### src/rtl/apb_reg_completer.sv
// APB completer terminating an APB segment and exposing a register bank.
// Register 0 is a read-only ID; the others are read/write from APB.
//
// Ports:
//   PCLK, PRESETn          clock, synchronous active-low reset
//   PSEL, PENABLE, PWRITE  APB control
//   PADDR, PWDATA          APB byte address and write data
//   PSTRB                  byte strobes (only with APB_PSTRB_EN defined)
//   PRDATA, PREADY,        APB response; PRDATA/PSLVERR are zero
//   PSLVERR                whenever PREADY is low
//   regs_o                 flattened registers, slice i = register i
//   wr_pulse_o             one-cycle pulse per committed register write
//
// Optional feature macro: APB_PSTRB_EN (byte-strobed writes).
module apb_reg_completer #(
    parameter int          ADDR_WIDTH  = 13,
    parameter int          DATA_WIDTH  = 32,
    parameter int          NUM_REGS    = 16,
    parameter int          WAIT_STATES = 2,
    parameter logic [31:0] ID_VALUE    = 32'hA5B0_0001
) (
    input  logic                           PCLK,
    input  logic                           PRESETn,
    input  logic                           PSEL,
    input  logic                           PENABLE,
    input  logic                           PWRITE,
    input  logic [ADDR_WIDTH-1:0]          PADDR,
    input  logic [DATA_WIDTH-1:0]          PWDATA,
`ifdef APB_PSTRB_EN
    input  logic [DATA_WIDTH/8-1:0]        PSTRB,
`endif
    output logic [DATA_WIDTH-1:0]          PRDATA,
    output logic                           PREADY,
    output logic                           PSLVERR,
    output logic [NUM_REGS*DATA_WIDTH-1:0] regs_o,
    output logic [NUM_REGS-1:0]            wr_pulse_o
);

    localparam int NB  = DATA_WIDTH / 8;
    localparam int OFF = $clog2(NB);
    localparam int IW  = ADDR_WIDTH - OFF;
    localparam int RIW = $clog2(NUM_REGS);

    localparam logic [DATA_WIDTH-1:0] ID_WORD = ID_VALUE[DATA_WIDTH-1:0];

    typedef enum logic [1:0] {
        S_IDLE,
        S_WAIT,
        S_RESP
    } state_t;

    state_t                state;
    logic [3:0]            cnt;
    logic                  wr_q;
    logic                  err_q;
    logic [RIW-1:0]        idx_q;
    logic [DATA_WIDTH-1:0] rdat_q;
    logic [NB-1:0]         strb_q;

    logic [DATA_WIDTH-1:0] regs [1:NUM_REGS-1];

    // Setup-phase decode
    logic [IW-1:0]         idx_in;
    logic                  in_range;
    logic                  set_err;
    logic [DATA_WIDTH-1:0] rd_word;
    logic [DATA_WIDTH-1:0] set_rdat;
    logic [NB-1:0]         strb_in;

    // Completion-phase write path
    logic [DATA_WIDTH-1:0] wmask;
    logic                  commit;

    assign idx_in   = PADDR[ADDR_WIDTH-1:OFF];
    assign in_range = idx_in < IW'(NUM_REGS);
    assign set_err  = !in_range || (PWRITE && idx_in == '0);

`ifdef APB_PSTRB_EN
    assign strb_in = PSTRB;
`else
    assign strb_in = '1;
`endif

    // Byte-offset address bits carry no information for word registers.
    if (OFF > 0) begin : g_off
        logic unused_off;
        assign unused_off = ^PADDR[OFF-1:0];
    end

    always_comb begin
        rd_word = ID_WORD;
        for (int i = 1; i < NUM_REGS; i++) begin
            if (idx_in == IW'(i)) begin
                rd_word = regs[i];
            end
        end
    end

    // Read data is captured at setup; errors and writes return zero.
    assign set_rdat = (PWRITE || set_err) ? '0 : rd_word;

    always_comb begin
        wmask = '0;
        for (int b = 0; b < NB; b++) begin
            wmask[8*b +: 8] = {8{strb_q[b]}};
        end
    end

    // An all-zero strobe write completes cleanly but changes nothing.
    assign commit = wr_q && !err_q && (|strb_q);

    always_comb begin
        regs_o = '0;
        regs_o[DATA_WIDTH-1:0] = ID_WORD;
        for (int i = 1; i < NUM_REGS; i++) begin
            regs_o[i*DATA_WIDTH +: DATA_WIDTH] = regs[i];
        end
    end

    always_ff @(posedge PCLK) begin
        if (!PRESETn) begin
            state      <= S_IDLE;
            cnt        <= '0;
            wr_q       <= 1'b0;
            err_q      <= 1'b0;
            idx_q      <= '0;
            rdat_q     <= '0;
            strb_q     <= '0;
            PREADY     <= 1'b0;
            PSLVERR    <= 1'b0;
            PRDATA     <= '0;
            wr_pulse_o <= '0;
            for (int i = 1; i < NUM_REGS; i++) begin
                regs[i] <= '0;
            end
        end else begin
            wr_pulse_o <= '0;
            unique case (state)
                S_IDLE: begin
                    PREADY  <= 1'b0;
                    PSLVERR <= 1'b0;
                    PRDATA  <= '0;
                    // PENABLE without a preceding setup is ignored here.
                    if (PSEL && !PENABLE) begin
                        wr_q   <= PWRITE;
                        err_q  <= set_err;
                        idx_q  <= idx_in[RIW-1:0];
                        rdat_q <= set_rdat;
                        strb_q <= strb_in;
                        cnt    <= 4'(WAIT_STATES);
                        // Zero wait states: respond in the first access
                        // cycle, so the response is registered at setup.
                        if (WAIT_STATES == 0) begin
                            state   <= S_RESP;
                            PREADY  <= 1'b1;
                            PSLVERR <= set_err;
                            PRDATA  <= set_rdat;
                        end else begin
                            state <= S_WAIT;
                        end
                    end
                end
                S_WAIT: begin
                    if (!PSEL) begin
                        state <= S_IDLE;
                    end else begin
                        cnt <= cnt - 4'd1;
                        // Counter hits zero at this edge: next cycle
                        // is the completion cycle.
                        if (cnt == 4'd1) begin
                            state   <= S_RESP;
                            PREADY  <= 1'b1;
                            PSLVERR <= err_q;
                            PRDATA  <= rdat_q;
                        end
                    end
                end
                S_RESP: begin
                    state   <= S_IDLE;
                    PREADY  <= 1'b0;
                    PSLVERR <= 1'b0;
                    PRDATA  <= '0;
                    if (commit) begin
                        for (int i = 1; i < NUM_REGS; i++) begin
                            if (idx_q == RIW'(i)) begin
                                regs[i] <= (regs[i] & ~wmask)
                                         | (PWDATA & wmask);
                                wr_pulse_o[i] <= 1'b1;
                            end
                        end
                    end
                end
                default: begin
                    state <= S_IDLE;
                end
            endcase
        end
    end

endmodule
### config.mk
export PLATFORM = sky130hd
export DESIGN_NAME = apb_reg_completer
export DESIGN_NICKNAME = d
export VERILOG_FILES = /design/src/rtl/apb_reg_completer.sv
export SDC_FILE = /design/constraint.sdc
export NUM_CORES = 1
export LEC_CHECK = 0
export ABC_CLOCK_PERIOD_IN_PS = 4200
export BUFFER_PORTS_ARGS = -buffer_cell sky130_fd_sc_hd__buf_2
export CORE_ASPECT_RATIO = 0.6
export CORE_UTILIZATION = 32
export CTS_CLUSTER_DIAMETER = 80
export DETAILED_ROUTE_END_ITERATION = 8
export PLACE_DENSITY_LB_ADDON = 0.15
export RECOVER_POWER = 50
export SLEW_MARGIN = 5
export SYNTH_ARGS = -nofsm -noshare
export SYNTH_HDL_FRONTEND = slang
export SYNTH_SLANG_ARGS = --single-unit
### constraint.sdc
create_clock -name PCLK -period 4.2 [get_ports PCLK]
set_input_delay 1.26 -clock PCLK [delete_from_list [all_inputs] [get_ports PCLK]]
set_output_delay 1.26 -clock PCLK [all_outputs]
set_load 0.02 [all_outputs]
==> impl_metrics.sql <==
INSERT INTO impl_metrics (metric_group, metric, value, unit) VALUES
('logic_synthesis', 'synth-edff-count', '480', ''),
('cts', 'htreeDepth', '2', ''),
('placed_design', 'gp_routability_congestion', '1.04', ''),
('cts', 'clock-sinks', '574', ''),
('global_route', 'global_route.usage.total', '33.9', '%'),
('layout', 'finish.net_count', '3448', ''),
('logic_synthesis', 'ys_ff_latch', '574', ''),
('routing', 'drt_iter0_markers', '4540', ''),
('floorplan', 'floorplan.die.width', '391', 'µm'),
('floorplan', 'design.die.area', '92200', 'µm²'),
('critical_path', 'reg2reg_depth', '7', ''),
('cts', 'cts.repair_timing.setup_buffer_count', '0', ''),
('logic_synthesis', 'yosysTopAreaCell', 'sky130_fd_sc_hd__edfxtp_1', ''),
('critical_path', 'critical_path_peak_fanout', '33', ''),
('worst_hold_path', 'hold_path.startpoint', 'wr_q', ''),
('critical_path', 'critPathRequiredTime', '4.48', 'ns'),
('cts', 'cts_inserted_buffers', '58', ''),
('floorplan', 'num_rows', '85', ''),
('sta', 'drv_slew', '319', ''),
('sta', 'timing.final.hold_violations', '0', ''),
('floorplan', 'dieHeight', '236', 'µm'),
('global_route', 'largest_net_degree_at_the_start_of_global_routing', '198', ''),
('floorplan', 'effective_utilization_at_floorplan', '32.4', '%'),
('logic_synthesis', 'synth-async-reset-ratio', '0', '%'),
('sta', 'finalCriticalPeriod', '3.65', 'ns'),
('logic_synthesis', 'synth_cells', '2788', ''),
('floorplan', 'io-pin-count', '612', ''),
('job', 'maxCapViolations', '8', ''),
('logic_synthesis', 'netlist.area_leader.share', '49.5', '%'),
('critical_path', 'crit_path_start', 'state[0]', ''),
('critical_path', 'worst_setup_path_end_kind', 'flop', ''),
('global_route', 'initial_antenna_violation_count', '11', ''),
('logic_synthesis', 'yosysUniqueCellTypes', '84', ''),
('placed_design', 'post_dp_cell_area', '34400', 'µm²'),
('critical_path', 'reg2reg_capture_point', 'regs[0][401]', ''),
('sta', 'clock_skew', '0.0264', 'ns'),
('sta', 'rsz_0062_raised_after_global_routing', 'no', ''),
('sta', 'max_freq', '274', 'MHz'),
('logic_synthesis', 'synth.most_common_cell', 'sky130_fd_sc_hd__a21oi_1', ''),
('cts', 'path_clk_slew', '0.07', 'ns'),
('placed_design', 'numPortBuffers', '576', ''),
('logic_synthesis', 'synth-main-ff-cell', 'sky130_fd_sc_hd__edfxtp_1', ''),
('worst_hold_path', 'min_to', 'wr_q', ''),
('sta', 'setup_total_negative_slack', '0', 'ns'),
('sta', 'finalSetupViolations', '0', ''),
('critical_path', 'critical_path_class', 'flop to flop', ''),
('routing', 'routed_wire_length_per_instance', '34.8', 'µm'),
('cts', 'clock_tree_from_tritoncts', 'done', ''),
('worst_hold_path', 'worst_hold_path_type', 'flop to flop', ''),
('floorplan', 'core_area', '89900', 'µm²'),
('sta', 'worstMarginPinSlew', '2.47', 'ns'),
('outcome', 'outcome', 'finished with violations', ''),
('logic_synthesis', 'ys_seq_area_share', '56.0', '%'),
('routing', 'via_count', '27500', ''),
('outcome', 'violations_in_the_final_reports', 'max-capacitance violations, max-slew violations', ''),
('routing', 'drt-total-wl', '162000', 'µm'),
('layout', 'drive_gt1_share', '15.8', '%'),
('routing', 'detailedRoute.firstPassIterationCount', '6', ''),
('logic_synthesis', 'synth-warning-count', '0', ''),
('cts', 'ctsRootBufferMaster', 'sky130_fd_sc_hd__clkbuf_16', ''),
('cts', 'cts_repair_resize_count', '0', ''),
('sta', 'final.period_utilization', '87.0', '%'),
('sta', 'maxSlewHeadroom', '-64.4', '%'),
('global_route', 'grt_first_pass_wirelength', '217000', 'µm'),
('cts', 'worstSkewPairLatency', '0.66', 'ns'),
('layout', 'finalInstanceArea', '35800', 'µm²'),
('worst_hold_path', 'min_delay_path_depth', '2', ''),
('placed_design', 'dp.final_hpwl', '117000', 'µm'),
('logic_synthesis', 'synth_area', '29100', 'µm²'),
('global_route', 'grt_overflow', '0', ''),
('global_route', 'vias_in_the_first_global_route', '25600', '');
[stage by stage]
| step | cells | setup WS, ns | power [mW] | util (%) |
|---|---|---|---|---|
| 2_1_floorplan | 2819 | 0.268 | 7.47 | - |
| 3_3_place_gp | 4554 | 0.346 | 8.32 | 38.3 |
| 3_5_place_dp | 4554 | 0.303 | 8.33 | 38.3 |
| 4_1_cts | 4664 | 0.983 | 13.9 | 40.5 |
| 5_1_grt | 4664 | 0.552 | 14.2 | 39.8 |
| 6_report | 4667 | 0.545 | 13.9 | 39.9 |
[registers in the layout, summed over array words and instances, names as in the netlist]
| register | flops |
|---|---|
| err_q | 1 |
| regs | 480 |
| state | 2 |
| wr_q | 1 |
| PREADY | 1 |
| PSLVERR | 1 |
| idx_q | 4 |
| wr_pulse_o | 15 |
| cnt | 4 |
| PRDATA | 32 |
| strb_q | 1 |
| rdat_q | 32 |
[layout by cell type (no fill, tap or decap), drive strengths merged, types with 7 or more instances in the layout]
master / count
a32oi: 11
o221ai: 17
nor2b: 16
mux2i: 20
nor3b: 14
nand3b: 9
nor4: 7
a2111oi: 13
a21oi: 552
mux2: 19
o21ai: 96
o211ai: 21
and3: 9
a22oi: 56
nand3: 25
nand2: 117
clkbuf: 508
a22o: 28
o2111ai: 9
o22ai: 27
o2bb2ai: 16
inv: 30
clkinv: 21
edfxtp: 480
buf: 368
nor2: 110
bufinv: 8
conb: 33
a211oi: 15
nand2b: 493
and2: 13
dfxtp: 94
a221o: 7
a221oi: 21
nor3: 30
nand4: 10
[area by class of cell]
cell class	instances	area, µm²	area share, %
diodes	3	7.51	0.0210
clock buffers	75	1620	4.52
clock inverters	35	385	1.08
inverters	29	109	0.304
multi-input cells	1932	11700	32.8
flip-flops and latches	574	16300	45.5
well taps	1218	1520	4.25
repair buffers	801	4140	11.6
[kinds of logic after synthesis]
logic type / count (synthesis) / synth area share (%)
compound gates: 956 / 19.8
simple gates: 897 / 17.7
flops: 574 / 56.0
buf+inv: 313 / 4.69
mux: 42 / 1.65
fa+ha+maj: 2 / 0.0859
other cells: 2 / 0.0258
xor+xnor: 2 / 0.0602
[worst max-delay path by stage]
| stage | to |
|---|---|
| final | regs[0][401] |
| after global routing | regs[0][436] |
| after CTS | rdat_q[9] |
| after detailed placement | rdat_q[9] |
| after global placement | rdat_q[9] |
| after floorplan | regs[0][32] |
[where the power goes]
| part | total (mW) | switching, mW | internal (mW) |
|---|---|---|---|
| sequential | 6.56 | 0.238 | 6.32 |
| combinational | 1.67 | 1.20 | 0.464 |
| clock | 5.70 | 2.49 | 3.21 |
| total | 13.9 | 3.92 | 10.0 |
[worst max-delay path: stages, from the launching register on]
cell and delay, ns:
sky130_fd_sc_hd__dfxtp_1 0.49, sky130_fd_sc_hd__nor4bb_1 0.09, sky130_fd_sc_hd__clkbuf_1 0.23, sky130_fd_sc_hd__and2_0 0.23, sky130_fd_sc_hd__and3_1 0.26, sky130_fd_sc_hd__nand3_1 0.11, sky130_fd_sc_hd__clkbuf_1 1.75, sky130_fd_sc_hd__a21oi_1 0.09
[layer usage]
| metal | wire length (µm) | part of all wire [%] | GRT usage [%] | up-vias |
|---|---|---|---|---|
| met5 | 46 | 0.028 | 0 | - |
| met1 | 66300 | 41 | 47.0 | 14000 |
| met4 | 5610 | 3.5 | 9.58 | 6 |
| met2 | 71600 | 44 | 51.7 | 1800 |
| li1 | - | - | - | 11500 |
| met3 | 18900 | 12 | 9.11 | 272 |
(Power assumes the default switching activity.)
